`config.mk`:
```
export PLATFORM = sky130hd
export DESIGN_NAME = motor_link_master
export DESIGN_NICKNAME = d
export VERILOG_FILES = /design/src/rtl/motor_link_pkg.sv /design/src/rtl/motor_link_status_rx.sv /design/src/rtl/motor_link_master.sv
export SDC_FILE = /design/constraint.sdc
export NUM_CORES = 1
export LEC_CHECK = 0
export CORE_MARGIN = 4
export CORE_UTILIZATION = 44
export CTS_BUF_LIST = sky130_fd_sc_hd__clkbuf_4 sky130_fd_sc_hd__clkbuf_8
export CTS_CLUSTER_DIAMETER = 50
export DETAILED_ROUTE_END_ITERATION = 16
export PLACE_DENSITY = 0.67
export SLEW_MARGIN = 20
export SYNTH_ARGS = -nofsm -noshare
export SYNTH_HDL_FRONTEND = slang
export SYNTH_SLANG_ARGS = --single-unit
```
`constraint.sdc`:
```
create_clock -name CLK -period 2.35 [get_ports CLK]
set_input_delay 0.47 -clock CLK [delete_from_list [all_inputs] [get_ports CLK]]
set_output_delay 0.47 -clock CLK [all_outputs]
set_load 0.01 [all_outputs]
```
`src/rtl/motor_link_pkg.sv`:
```
// Shared constants, state encoding and frame packing for the motor UART link.
// Latency: none (declarations and a combinational helper only).
// Backpressure: n/a.
package motor_link_pkg;

    localparam logic [7:0] POLL_BYTE   = 8'h0F;
    localparam int         FRAME_BYTES = 5;
    localparam int         REPLY_BYTES = 4;
    localparam int         FRAME_W     = 8 * FRAME_BYTES;

    localparam int DIV_W  = 15;
    localparam int STEP_W = 15;
    localparam int IDX_W  = 4;
    localparam int STAT_W = 5;

    localparam int OFF_IDX   = 0;
    localparam int OFF_DIV   = 4;
    localparam int OFF_STEPS = 19;
    localparam int OFF_DIR   = 34;

    typedef enum logic [2:0] {
        IDLE     = 3'd0,
        TX_BYTE  = 3'd1,
        TX_WAIT  = 3'd2,
        GAP      = 3'd3,
        RX_REPLY = 3'd4
    } linkState_t;

    // Builds the 40-bit move frame; the top five bits are always zero.
    function automatic logic [FRAME_W-1:0] packFrame(
        input logic [IDX_W-1:0]  idx,
        input logic [DIV_W-1:0]  divider,
        input logic [STEP_W-1:0] steps,
        input logic              dir
    );
        logic [FRAME_W-1:0] f;
        f = '0;
        f[OFF_IDX   +: IDX_W]  = idx;
        f[OFF_DIV   +: DIV_W]  = divider;
        f[OFF_STEPS +: STEP_W] = steps;
        f[OFF_DIR]             = dir;
        return f;
    endfunction

endpackage

```
`src/rtl/motor_link_status_rx.sv`:
```
// Collects the 4-byte status reply: rx_ready edge detect, per-byte tag check, timeout.
// Latency: done/err are combinational in the cycle the last/bad byte edge or timeout is seen.
// Backpressure: none; bytes arriving while not armed are dropped.
module motor_link_status_rx
    import motor_link_pkg::*;
#(
    parameter logic [19:0] REPLY_TIMEOUT = 20'd50000
) (
    input  logic                CLK,
    input  logic                reset_n,
    input  logic                start,
    input  logic [7:0]          rx_data,
    input  logic                rx_ready,
    output logic                done,
    output logic                err,
    output logic [2*STAT_W-1:0] replyPending,
    output logic [2*STAT_W-1:0] replyTerm
);

    logic              active;
    logic [1:0]        byteIdx;
    logic [19:0]       timer;
    logic              rxReadyQ;
    logic [STAT_W-1:0] d0, d1, d2;
    logic              rxEdge;
    logic              tagOk;

    // Edge detect, tag check and result assembly; the last byte is used straight off the bus.
    always_comb begin
        rxEdge       = rx_ready & ~rxReadyQ;
        tagOk        = (rx_data[7:6] == byteIdx) && !rx_data[5];
        done         = active && rxEdge && tagOk && (byteIdx == 2'(REPLY_BYTES - 1));
        err          = active && ((rxEdge && !tagOk) || (!rxEdge && timer == 20'd0));
        replyPending = {d1, d0};
        replyTerm    = {rx_data[STAT_W-1:0], d2};
    end

    // Reply tracking: arm on start, store good bytes, disarm on completion or error.
    always_ff @(posedge CLK or negedge reset_n) begin
        if (!reset_n) begin
            active   <= 1'b0;
            byteIdx  <= 2'd0;
            timer    <= 20'd0;
            rxReadyQ <= 1'b0;
            d0       <= '0;
            d1       <= '0;
            d2       <= '0;
        end else begin
            rxReadyQ <= rx_ready;
            if (start) begin
                active  <= 1'b1;
                byteIdx <= 2'd0;
                timer   <= REPLY_TIMEOUT;
            end else if (active) begin
                if (done || err) begin
                    active <= 1'b0;
                end else begin
                    timer <= timer - 20'd1;
                    if (rxEdge) begin
                        case (byteIdx)
                            2'd0:    d0 <= rx_data[STAT_W-1:0];
                            2'd1:    d1 <= rx_data[STAT_W-1:0];
                            default: d2 <= rx_data[STAT_W-1:0];
                        endcase
                        byteIdx <= byteIdx + 2'd1;
                    end
                end
            end
        end
    end

endmodule

```
`src/rtl/motor_link_master.sv`:
```
// Host end of the motor UART link: frames move commands, polls status, tracks busy motors.
// Latency: tx_start 2 cycles after acceptance; status/err registered 1 cycle after the deciding byte.
// Backpressure: cmd_ready low outside IDLE, while a poll is due, or while the target motor is busy.
module motor_link_master
    import motor_link_pkg::*;
#(
    parameter int          N_MOTORS      = 10,
    parameter logic [15:0] BYTE_GAP      = 16'd64,
    parameter logic [19:0] POLL_PERIOD   = 20'd250000,
    parameter logic [19:0] REPLY_TIMEOUT = 20'd50000
) (
    input  logic                CLK,
    input  logic                reset_n,
    input  logic                cmd_valid,
    output logic                cmd_ready,
    input  logic [IDX_W-1:0]    cmd_idx,
    input  logic [DIV_W-1:0]    cmd_divider,
    input  logic [STEP_W-1:0]   cmd_steps,
    input  logic                cmd_dir,
    output logic                cmd_rej,
    output logic [7:0]          tx_data,
    output logic                tx_start,
    input  logic                tx_busy,
    input  logic [7:0]          rx_data,
    input  logic                rx_ready,
    output logic [2*STAT_W-1:0] pending,
    output logic [2*STAT_W-1:0] term,
    output logic                status_valid,
    output logic                link_err
);

    localparam logic [IDX_W:0] NMOT = (IDX_W + 1)'(N_MOTORS);

    linkState_t          state, nextState;
    logic                pollDue;
    logic [19:0]         pollTimer;
    logic [FRAME_W-1:0]  frame;
    logic [2:0]          byteCnt;
    logic                isPoll;
    logic                txWaitFirst;
    logic [15:0]         gapCnt;
    logic [2*STAT_W-1:0] pendingReg, termReg;
    logic                txStartReg, cmdRejReg, statusValidReg, linkErrReg;
    logic [7:0]          txDataReg;

    logic                rxStart, rxDone, rxErr;
    logic [2*STAT_W-1:0] rxPending, rxTerm;

    logic                idxOk, targetBusy, acceptCmd, lastByte, pollClear;
    logic [15:0]         pendingPad, oneHot;

    // Acceptance decode; out-of-range indices are always accepted so they can be rejected.
    always_comb begin
        idxOk      = {1'b0, cmd_idx} < NMOT;
        pendingPad = {{(16 - 2*STAT_W){1'b0}}, pendingReg};
        oneHot     = 16'd1 << cmd_idx;
        targetBusy = idxOk && pendingPad[cmd_idx];
        cmd_ready  = (state == IDLE) && !pollDue && !targetBusy;
        acceptCmd  = cmd_valid && cmd_ready;
        lastByte   = (byteCnt == 3'(FRAME_BYTES - 1));
        pollClear  = (state == GAP) && (gapCnt == 16'd0) && isPoll;
    end

    // Next-state logic; a due poll always wins over a pending command.
    always_comb begin
        nextState = state;
        rxStart   = 1'b0;
        case (state)
            IDLE: begin
                if (pollDue || (acceptCmd && idxOk)) nextState = TX_BYTE;
            end
            TX_BYTE: begin
                if (!tx_busy) nextState = TX_WAIT;
            end
            TX_WAIT: begin
                if (!txWaitFirst && !tx_busy) nextState = GAP;
            end
            GAP: begin
                if (gapCnt == 16'd0) begin
                    if (isPoll) begin
                        nextState = RX_REPLY;
                        rxStart   = 1'b1;
                    end else if (lastByte) begin
                        nextState = IDLE;
                    end else begin
                        nextState = TX_BYTE;
                    end
                end
            end
            RX_REPLY: begin
                if (rxDone || rxErr) nextState = IDLE;
            end
            default: nextState = IDLE;
        endcase
    end

    // Poll timer: starts expired so the first poll leaves right after reset; due flag never stacks.
    always_ff @(posedge CLK or negedge reset_n) begin
        if (!reset_n) begin
            pollTimer <= 20'd0;
            pollDue   <= 1'b0;
        end else if (pollTimer == 20'd0) begin
            pollTimer <= POLL_PERIOD - 20'd1;
            pollDue   <= 1'b1;
        end else begin
            pollTimer <= pollTimer - 20'd1;
            if (pollClear) pollDue <= 1'b0;
        end
    end

    // State register plus framing datapath, shadow pending bits and registered output pulses.
    always_ff @(posedge CLK or negedge reset_n) begin
        if (!reset_n) begin
            state          <= IDLE;
            frame          <= '0;
            byteCnt        <= 3'd0;
            isPoll         <= 1'b0;
            txWaitFirst    <= 1'b0;
            gapCnt         <= 16'd0;
            pendingReg     <= '1;
            termReg        <= '0;
            txStartReg     <= 1'b0;
            txDataReg      <= 8'd0;
            cmdRejReg      <= 1'b0;
            statusValidReg <= 1'b0;
            linkErrReg     <= 1'b0;
        end else begin
            state          <= nextState;
            txStartReg     <= 1'b0;
            cmdRejReg      <= 1'b0;
            statusValidReg <= 1'b0;
            linkErrReg     <= rxErr;
            case (state)
                IDLE: begin
                    if (pollDue) begin
                        isPoll  <= 1'b1;
                        byteCnt <= 3'd0;
                    end else if (acceptCmd) begin
                        if (idxOk) begin
                            isPoll     <= 1'b0;
                            byteCnt    <= 3'd0;
                            frame      <= packFrame(cmd_idx, cmd_divider, cmd_steps, cmd_dir);
                            pendingReg <= pendingReg | oneHot[2*STAT_W-1:0];
                        end else begin
                            cmdRejReg <= 1'b1;
                        end
                    end
                end
                TX_BYTE: begin
                    if (!tx_busy) begin
                        txStartReg  <= 1'b1;
                        txDataReg   <= isPoll ? POLL_BYTE : frame[7:0];
                        txWaitFirst <= 1'b1;
                    end
                end
                TX_WAIT: begin
                    txWaitFirst <= 1'b0;
                    if (!txWaitFirst && !tx_busy) gapCnt <= BYTE_GAP;
                end
                GAP: begin
                    if (gapCnt != 16'd0) begin
                        gapCnt <= gapCnt - 16'd1;
                    end else if (!isPoll && !lastByte) begin
                        byteCnt <= byteCnt + 3'd1;
                        frame   <= frame >> 8;
                    end
                end
                RX_REPLY: begin
                    if (rxDone) begin
                        pendingReg     <= rxPending;
                        termReg        <= rxTerm;
                        statusValidReg <= 1'b1;
                    end
                end
                default: ;
            endcase
        end
    end

    motor_link_status_rx #(
        .REPLY_TIMEOUT (REPLY_TIMEOUT)
    ) u_status_rx (
        .CLK          (CLK),
        .reset_n      (reset_n),
        .start        (rxStart),
        .rx_data      (rx_data),
        .rx_ready     (rx_ready),
        .done         (rxDone),
        .err          (rxErr),
        .replyPending (rxPending),
        .replyTerm    (rxTerm)
    );

    assign tx_start     = txStartReg;
    assign tx_data      = txDataReg;
    assign cmd_rej      = cmdRejReg;
    assign pending      = pendingReg;
    assign term         = termReg;
    assign status_valid = statusValidReg;
    assign link_err     = linkErrReg;

endmodule

```
## After elaboration in Yosys (flattened, before gate mapping)

Index checks and enable logic that the tools add are counted.
Widths: inputs -> output; s select.

| operators by class | value |
|---|---|
| bitwise gates (word level) | 7 |
| reduce and logical (&&, ||, !) cells | 58 |
| muxes and demuxes | 60 |
| add/sub/neg operators | 5 |
| eq/ne operators | 23 |
| order comparisons | 2 |
| shift-type cells | 1 |

Operators by type and width:

| kind | number |
|---|---|
| $mux 40 | 5 |
| $mux 20 | 4 |
| $pmux 40 s2 | 1 |
| $logic_not 20->1 | 2 |
| $mux 10 | 4 |
| $sub 20x1->20 const B | 2 |
| $mux 3 | 11 |
| $mux 16 | 2 |
| $pmux 16 s2 | 1 |
| $reduce_and 5->1 | 6 |
| $mux 1 | 22 |
| $pmux 10 s2 | 1 |
| $reduce_bool 2->1 | 9 |
| $logic_and 1x1->1 | 16 |
| $logic_not 16->1 | 1 |
| $ne 2x2->1 const B | 8 |
| $reduce_bool 16->1 | 1 |
| $sub 16x1->16 const B | 1 |
| $pmux 3 s5 | 1 |
| $ne 2x1->1 const B | 5 |
| $or 10x10->10 | 1 |
| $shl 1x4->10 const A | 1 |
| $logic_not 1->1 | 9 |
| $reduce_and 3->1 | 3 |
| other kinds (24) | 39 |

| word-level totals | value |
|---|---|
| word-level logic and storage cells | 178 |
| input bits | 48 |
| output and inout port bits | 33 |
| bits in registers | 156 |

## Depth between registers and ports, before layout

Gate-level depths: netlist of the first run.

| depth | value |
|---|---|
| depth after elaboration | 10 |
| gate-level depth with buffers | 9 |
| mapped depth without buffers | 8 |

## Hierarchy

Synthesis of the first run repeated with hierarchy kept, for this count alone.

| unflattened totals | value |
|---|---|
| cell total of the unflattened synthesis | 762 |
| area, all modules | 7521.0 sq um |

Modules (own cells, without submodules):

| module | cells an instance | sequential area each (sq um) | area an instance (sq um) | times used |
|---|---|---|---|---|
| motor_link_master | 585 | 2815.2 | 5516.5 | 1 |
| motor_link_status_rx | 177 | 975.9 | 2004.4 | 1 |

## Least setup slack after synthesis of the first run

No wires, ideal clock.

| path | value |
|---|---|
| kind | flip-flop to flip-flop |
| start | reg gapCnt[7] |
| end | reg u_status_rx.d0[0] |
| data arrival time | 2223 ps |
| data required time | 2225 ps |
| setup slack | 2 ps |
| period minus slack after synthesis | 2348 ps |
| setup time | 125 ps |
| stages on the path, launching flop included | 6 |
| buffers on the path | 0 |
| cell sequence | dfrtp_1 or4_4 nand4b_4 or4_4 nand3_4 mux2_2 |

| between the ends | value |
|---|---|
| cells in the longest elaborated chain, start to end | 5 |

Ends and longest elaborated chain:

| what | RTL line | source |
|---|---|---|
| from (decl) | motor_link_master.sv:41 | `logic [15:0] gapCnt;` |
| from (signal assigned) | motor_link_master.sv:162 | `gapCnt <= gapCnt - 16'd1;` |
| $logic_not 16->1 | motor_link_master.sv:79 | `if (gapCnt == 16'd0) begin` |
| $mux 1 | motor_link_master.sv:79 |  |
| $mux 1 | motor_link_master.sv:68 | `case (state)` |
| $not 1->1 (no line) | n/a |  |
| $reduce_and 5->1 (no line) | n/a |  |
| to (signal assigned) | motor_link_status_rx.sv:61 | `2'd0: d0 <= rx_data[STAT_W-1:0];` |
| to (decl) | motor_link_status_rx.sv:24 | `logic [STAT_W-1:0] d0, d1, d2;` |

Every way passes these cells.
A chain may end at the register's enable or synchronous reset.

## Worst setup path in the final report of the first run

| path | value |
|---|---|
| start | reg gapCnt[7] |
| end | reg u_status_rx.d1[2] |

| between the ends | value |
|---|---|
| cells in the longest elaborated chain, start to end | 5 |

Ends and longest elaborated chain:

| what | RTL line | source |
|---|---|---|
| $logic_not 16->1 | motor_link_master.sv:79 |  |
| $mux 1 | motor_link_master.sv:79 |  |
| $mux 1 | motor_link_master.sv:68 |  |
| $not 1->1 (no line) | n/a |  |
| $reduce_and 5->1 (no line) | n/a |  |
| to (signal assigned) | motor_link_status_rx.sv:62 | `2'd1: d1 <= rx_data[STAT_W-1:0];` |
| to (decl) | motor_link_status_rx.sv:24 |  |

Every way passes these cells.

==> metrics.md, run 1 <==
| Metric | Value |
|---|---|
| Worst vdd ir | `0.000389 V` |
| Layout area overhead | `28.5%` |
| Full die area | `~19,000 um2` |
| Cts bufs inserted | `17` |
| Clock latency at the later pin of the worst-skew pair | `0.45 ns` |
| Min-delay worst type | `register to register` |
| Die Span Y | `roughly 140 um` |
| Setup violators final | `0` |
| Root Buffer | `clkbuf_8` |
| Max Buffers Root-to-Sink | `2` |
| Met2 Track Usage GR | `30.6%` |
| Crit start category | `register` |
| Power per Cell Area | `between 700 and 800 nW/um2` |
| Layout cells sized above 1 | `between 20% and 30%` |
| DRC Markers | `0` |
| Gr usage total | `a little under a fifth` |
| Worst Max-Slew Pin Slew | `0.464 ns` |
| Num Clock Sinks | `about 150` |
| Critical Path Most Common Cell | `or4_4` |
| Total core area | `16,500 um2` |
| Fillers | `about 1,400` |
| Netlist Area Pre-Place | `roughly 7400 um2` |
| Synth cell types | `60` |
| TritonCTS clock tree | `yes` |
| Fin crit share | `a little over nine tenths` |
| Fin. max-slew vios | `0` |
| CP max-delay cell | `or4_4` |
| RSZ-0062 raised after global routing | `true` |
| Status | `finished clean` |
| Wirelength per Cell | `between 15 and 20 um` |
| Ys Warns | `0` |
| Ys flop type | `dfrtp_1` |
| CP required | `about 2.7 ns` |
| GR peak layer | `met2` |
| Clk slew on worst S/H paths | `0.08 ns` |
| Met1 usage in global routing | `around 25%` |
| Gr ovfl total | `0` |
| Diode count | `0` |
| Max-slew headroom | `~69%` |
| First-pass iteration count of the detailed router | `5` |
| Buffers & Inverters on Critical Path | `0` |
| Detailed Place HPWL | `about 12 mm` |
| Antenna Nets Post-Route | `0` |
| Placed cell area | `between 8000 and 9000 um2` |
| Final net count | `a little over 900` |
| First-pass GRT wire length | `28.2 mm` |
| Leak | `between 0.004 and 0.005 uW` |
| Worst setup path class | `register to register` |
| Final hold vios | `0` |
| CP max FO | `5` |
| Sequential fraction of the synthesis area | `about 51%` |
| Rows | `between 40 and 50` |
| Delay-heaviest family, CP | `simple AND/OR/NAND/NOR gates` |
| Die W | `between 100 and 150 um` |
| Slowest stage delay, CP | `~0.58 ns` |
| Avg Cell Area, Syn | `just over 10 um2` |
| Met3 usage | `between 4 and 5%` |
| Buffers on Ports | `80` |
| Vias | `around 5,800` |
| Hold_ws | `~0.46 ns` |
| Critical Path Sink Type | `register` |
| Vias in the first global route | `a little under 6,000` |
| Minimum clock period | `2.33 ns` |
| Cells along the critical path | `or4_4 > nand4b_4 > or4_4 > nand3_4 > mux2_2` |
| Number of max-cap violations | `0` |
| Initial Utilization | `between 40% and 50%` |
| Htree depth | `4` |
| Cells after synthesis | `722` |
| Final Cell Area | `~9500 um2` |
| Gpl congestion | `between 0.8 and 0.9` |
| Synth Net Count | `780` |
| Number of synthesized register bits | `about 150` |
| Number of flops mapped to enable cells by yosys | `0` |
| Io pins | `81` |
| Vias per Instance | `roughly 5.3` |
| Initial DRC Count | `between 400 and 500` |
| Setup Skew | `~0.015 ns` |
| Power, Total | `~7100 uW` |
| Largest net degree at the start of global routing | `61` |
| Antenna violations before repair | `0` |
| Crit path arrival time | `~2.7 ns` |
| Routed WL | `~18 mm` |
| F_max | `~430 MHz` |
| Fraction of registers with async set or reset after synthesis | `100%` |
==> worst register-to-register path, delay by kind of cell (launching register included) <==
| kind | cells | cell delay, ns |
|---|---|---|
| flip-flops | 1 | 0.39 |
| AND/OR/NAND/NOR | 4 | 1.48 |
| multiplexers | 1 | 0.35 |
==> stage by stage <==
step / std cells / utilization [%] / setup WS [ns] / TNS [ns]
floorplan: 722 / - / 0.00196 / 0
global placement: 1053 / 53.5 / -0.369 / -6.79
detailed placement: 1053 / 53.5 / -0.392 / -9.04
CTS: 1086 / 56.2 / 0.00707 / 0
global route: 1092 / 57.4 / -0.0304 / -0.148
finish: 1092 / 57.4 / 0.0240 / 0
==> cell type report <==
cell class,count,area (um2),share of cell area [%]
inverter,22,82.6,0.871
multi-input combinational,519,3470,36.6
timing repair buffer,148,1410,14.9
tap,220,275,2.90
clock buffer,21,277,2.92
sequential,151,3790,40.0
clock inverter,11,170,1.80
==> cells in the mapped netlist, types with 3 or more instances <==
| library cell | instances | area share, % |
|---|---|---|
| o22ai_1 | 4 | 0.34 |
| nand3b_1 | 4 | 0.41 |
| nand3_1 | 22 | 1.5 |
| a31oi_1 | 4 | 0.34 |
| buf_2 | 5 | 0.34 |
| dfrtp_1 | 141 | 48 |
| xnor2_1 | 22 | 2.6 |
| xor2_1 | 21 | 2.5 |
| or2_2 | 3 | 0.25 |
| mux2_2 | 53 | 8.1 |
| nor2b_1 | 7 | 0.59 |
| nand3_4 | 3 | 0.71 |
| nand2_1 | 115 | 5.9 |
| nor3_1 | 15 | 1.0 |
| inv_1 | 22 | 1.1 |
| nand4_1 | 4 | 0.34 |
| o31ai_1 | 6 | 0.61 |
| dfstp_2 | 10 | 3.6 |
| mux2i_1 | 15 | 2.0 |
| a21oi_1 | 19 | 1.3 |
| and3_1 | 13 | 1.1 |
| nor4_1 | 15 | 1.3 |
| a31o_2 | 9 | 1.1 |
| clkbuf_1 | 20 | 1.0 |
| or4_1 | 8 | 0.81 |
| nor2_1 | 67 | 3.4 |
| ha_1 | 10 | 1.7 |
| and4_1 | 3 | 0.36 |
| and2_1 | 4 | 0.34 |
| or3_1 | 9 | 0.76 |
| o21ai_0 | 29 | 2.0 |
| nand2b_1 | 5 | 0.42 |
==> logic make-up (layout without fill, tap and decap cells) <==
group / count (synthesis) / count (layout) / share of synthesized area [%]
compound gates: 88 / 88 / 7.53
xor+xnor: 43 / 43 / 5.11
buf+inv: 52 / 202 / 2.99
mux: 68 / 68 / 10.1
flops: 151 / 151 / 51.4
fa+ha+maj: 10 / 10 / 1.70
simple gates: 310 / 310 / 21.2
==> what timing repair did <==
action | CTS | global route
pin swaps | 2 | 5
hold endpoints to repair | 31 | 0
gates cloned | 0 | 3
hold buffers | 1 | 0
resized for setup | 5 | 26
setup endpoints to repair | 1 | 61
setup buffers | 0 | 3
==> worst paths after layout <==
kind / endpoint / cells past startpoint / slack [ns] / startpoint
hold reg to reg: pollTimer[0]$_DFF_PN0_ / 1 / 0.46 / pollTimer[0]$_DFF_PN0_
setup reg to reg: u_status_rx.d1[2]$_DFFE_PN0P_ / 5 / 0.02 / gapCnt[7]$_DFFE_PN0P_
max in group asynchronous: gapCnt[12]$_DFFE_PN0P_ / 3 / 1.22 / reset_n
hold / removal: pollTimer[0]$_DFF_PN0_ / 1 / 0.46 / pollTimer[0]$_DFF_PN0_
min in group asynchronous: byteCnt[0]$_DFFE_PN0P_ / 2 / 0.48 / reset_n
setup / recovery: u_status_rx.d1[2]$_DFFE_PN0P_ / 5 / 0.02 / gapCnt[7]$_DFFE_PN0P_
==> state kept, by name, summed over array words and instances, names as in the netlist, 8 cells and up <==
name,cells
tx_data,8
frame,35
pending,10
gapCnt,16
pollTimer,20
u_status_rx.timer,20
term,10
==> placed cells by master, fill, tap and decap left out, types with 5 or more instances in the layout <==
cell type,netlist,final
xnor2_1,22,21
nand2_1,115,115
inv_1,22,22
or3_1,9,9
and3_1,13,13
dfstp_2,10,10
nor4_1,15,11
o21ai_0,29,29
nor3_1,15,14
mux2_4,0,11
nor2b_1,7,5
o31ai_1,6,6
nand3_1,22,21
buf_4,1,59
ha_1,10,10
nor4_2,1,5
clkdlybuf4s50_1,0,75
clkbuf_8,0,19
a21oi_1,19,19
nand2b_1,5,5
nor2_1,67,67
a31o_2,9,9
mux2i_1,15,15
mux2_2,53,42
xor2_1,21,21
dfrtp_1,141,141
or4_1,8,7
==> per-layer routing <==
layer	share of wire, %	wire, um
met3	4.0	705
met2	48	8410
met5	0	0
met1	46	7980
met4	2.3	398
==> where the power goes <==
group	switching [uW]	total [uW]	leakage [uW]	internal, uW
sequential	200	3050	0.00179	2850
combinational	1010	1860	0.00212	857
clock	970	2210	0.000220	1240
total	2180	7120	0.00413	4950
Power figures use the tool's default switching activity.
==> inputs of run 2 (changes only) <==
--- a/config.mk
+++ b/config.mk
@@ -8,7 +8,7 @@
 export CORE_MARGIN = 4
 export CORE_UTILIZATION = 44
 export CTS_BUF_LIST = sky130_fd_sc_hd__clkbuf_4 sky130_fd_sc_hd__clkbuf_8
-export CTS_CLUSTER_DIAMETER = 50
+export CTS_CLUSTER_DIAMETER = 150
 export DETAILED_ROUTE_END_ITERATION = 16
 export PLACE_DENSITY = 0.67
 export SLEW_MARGIN = 20
==> results of run 2 <==
Final layout, timing and power as in run 1 (identical DEF).
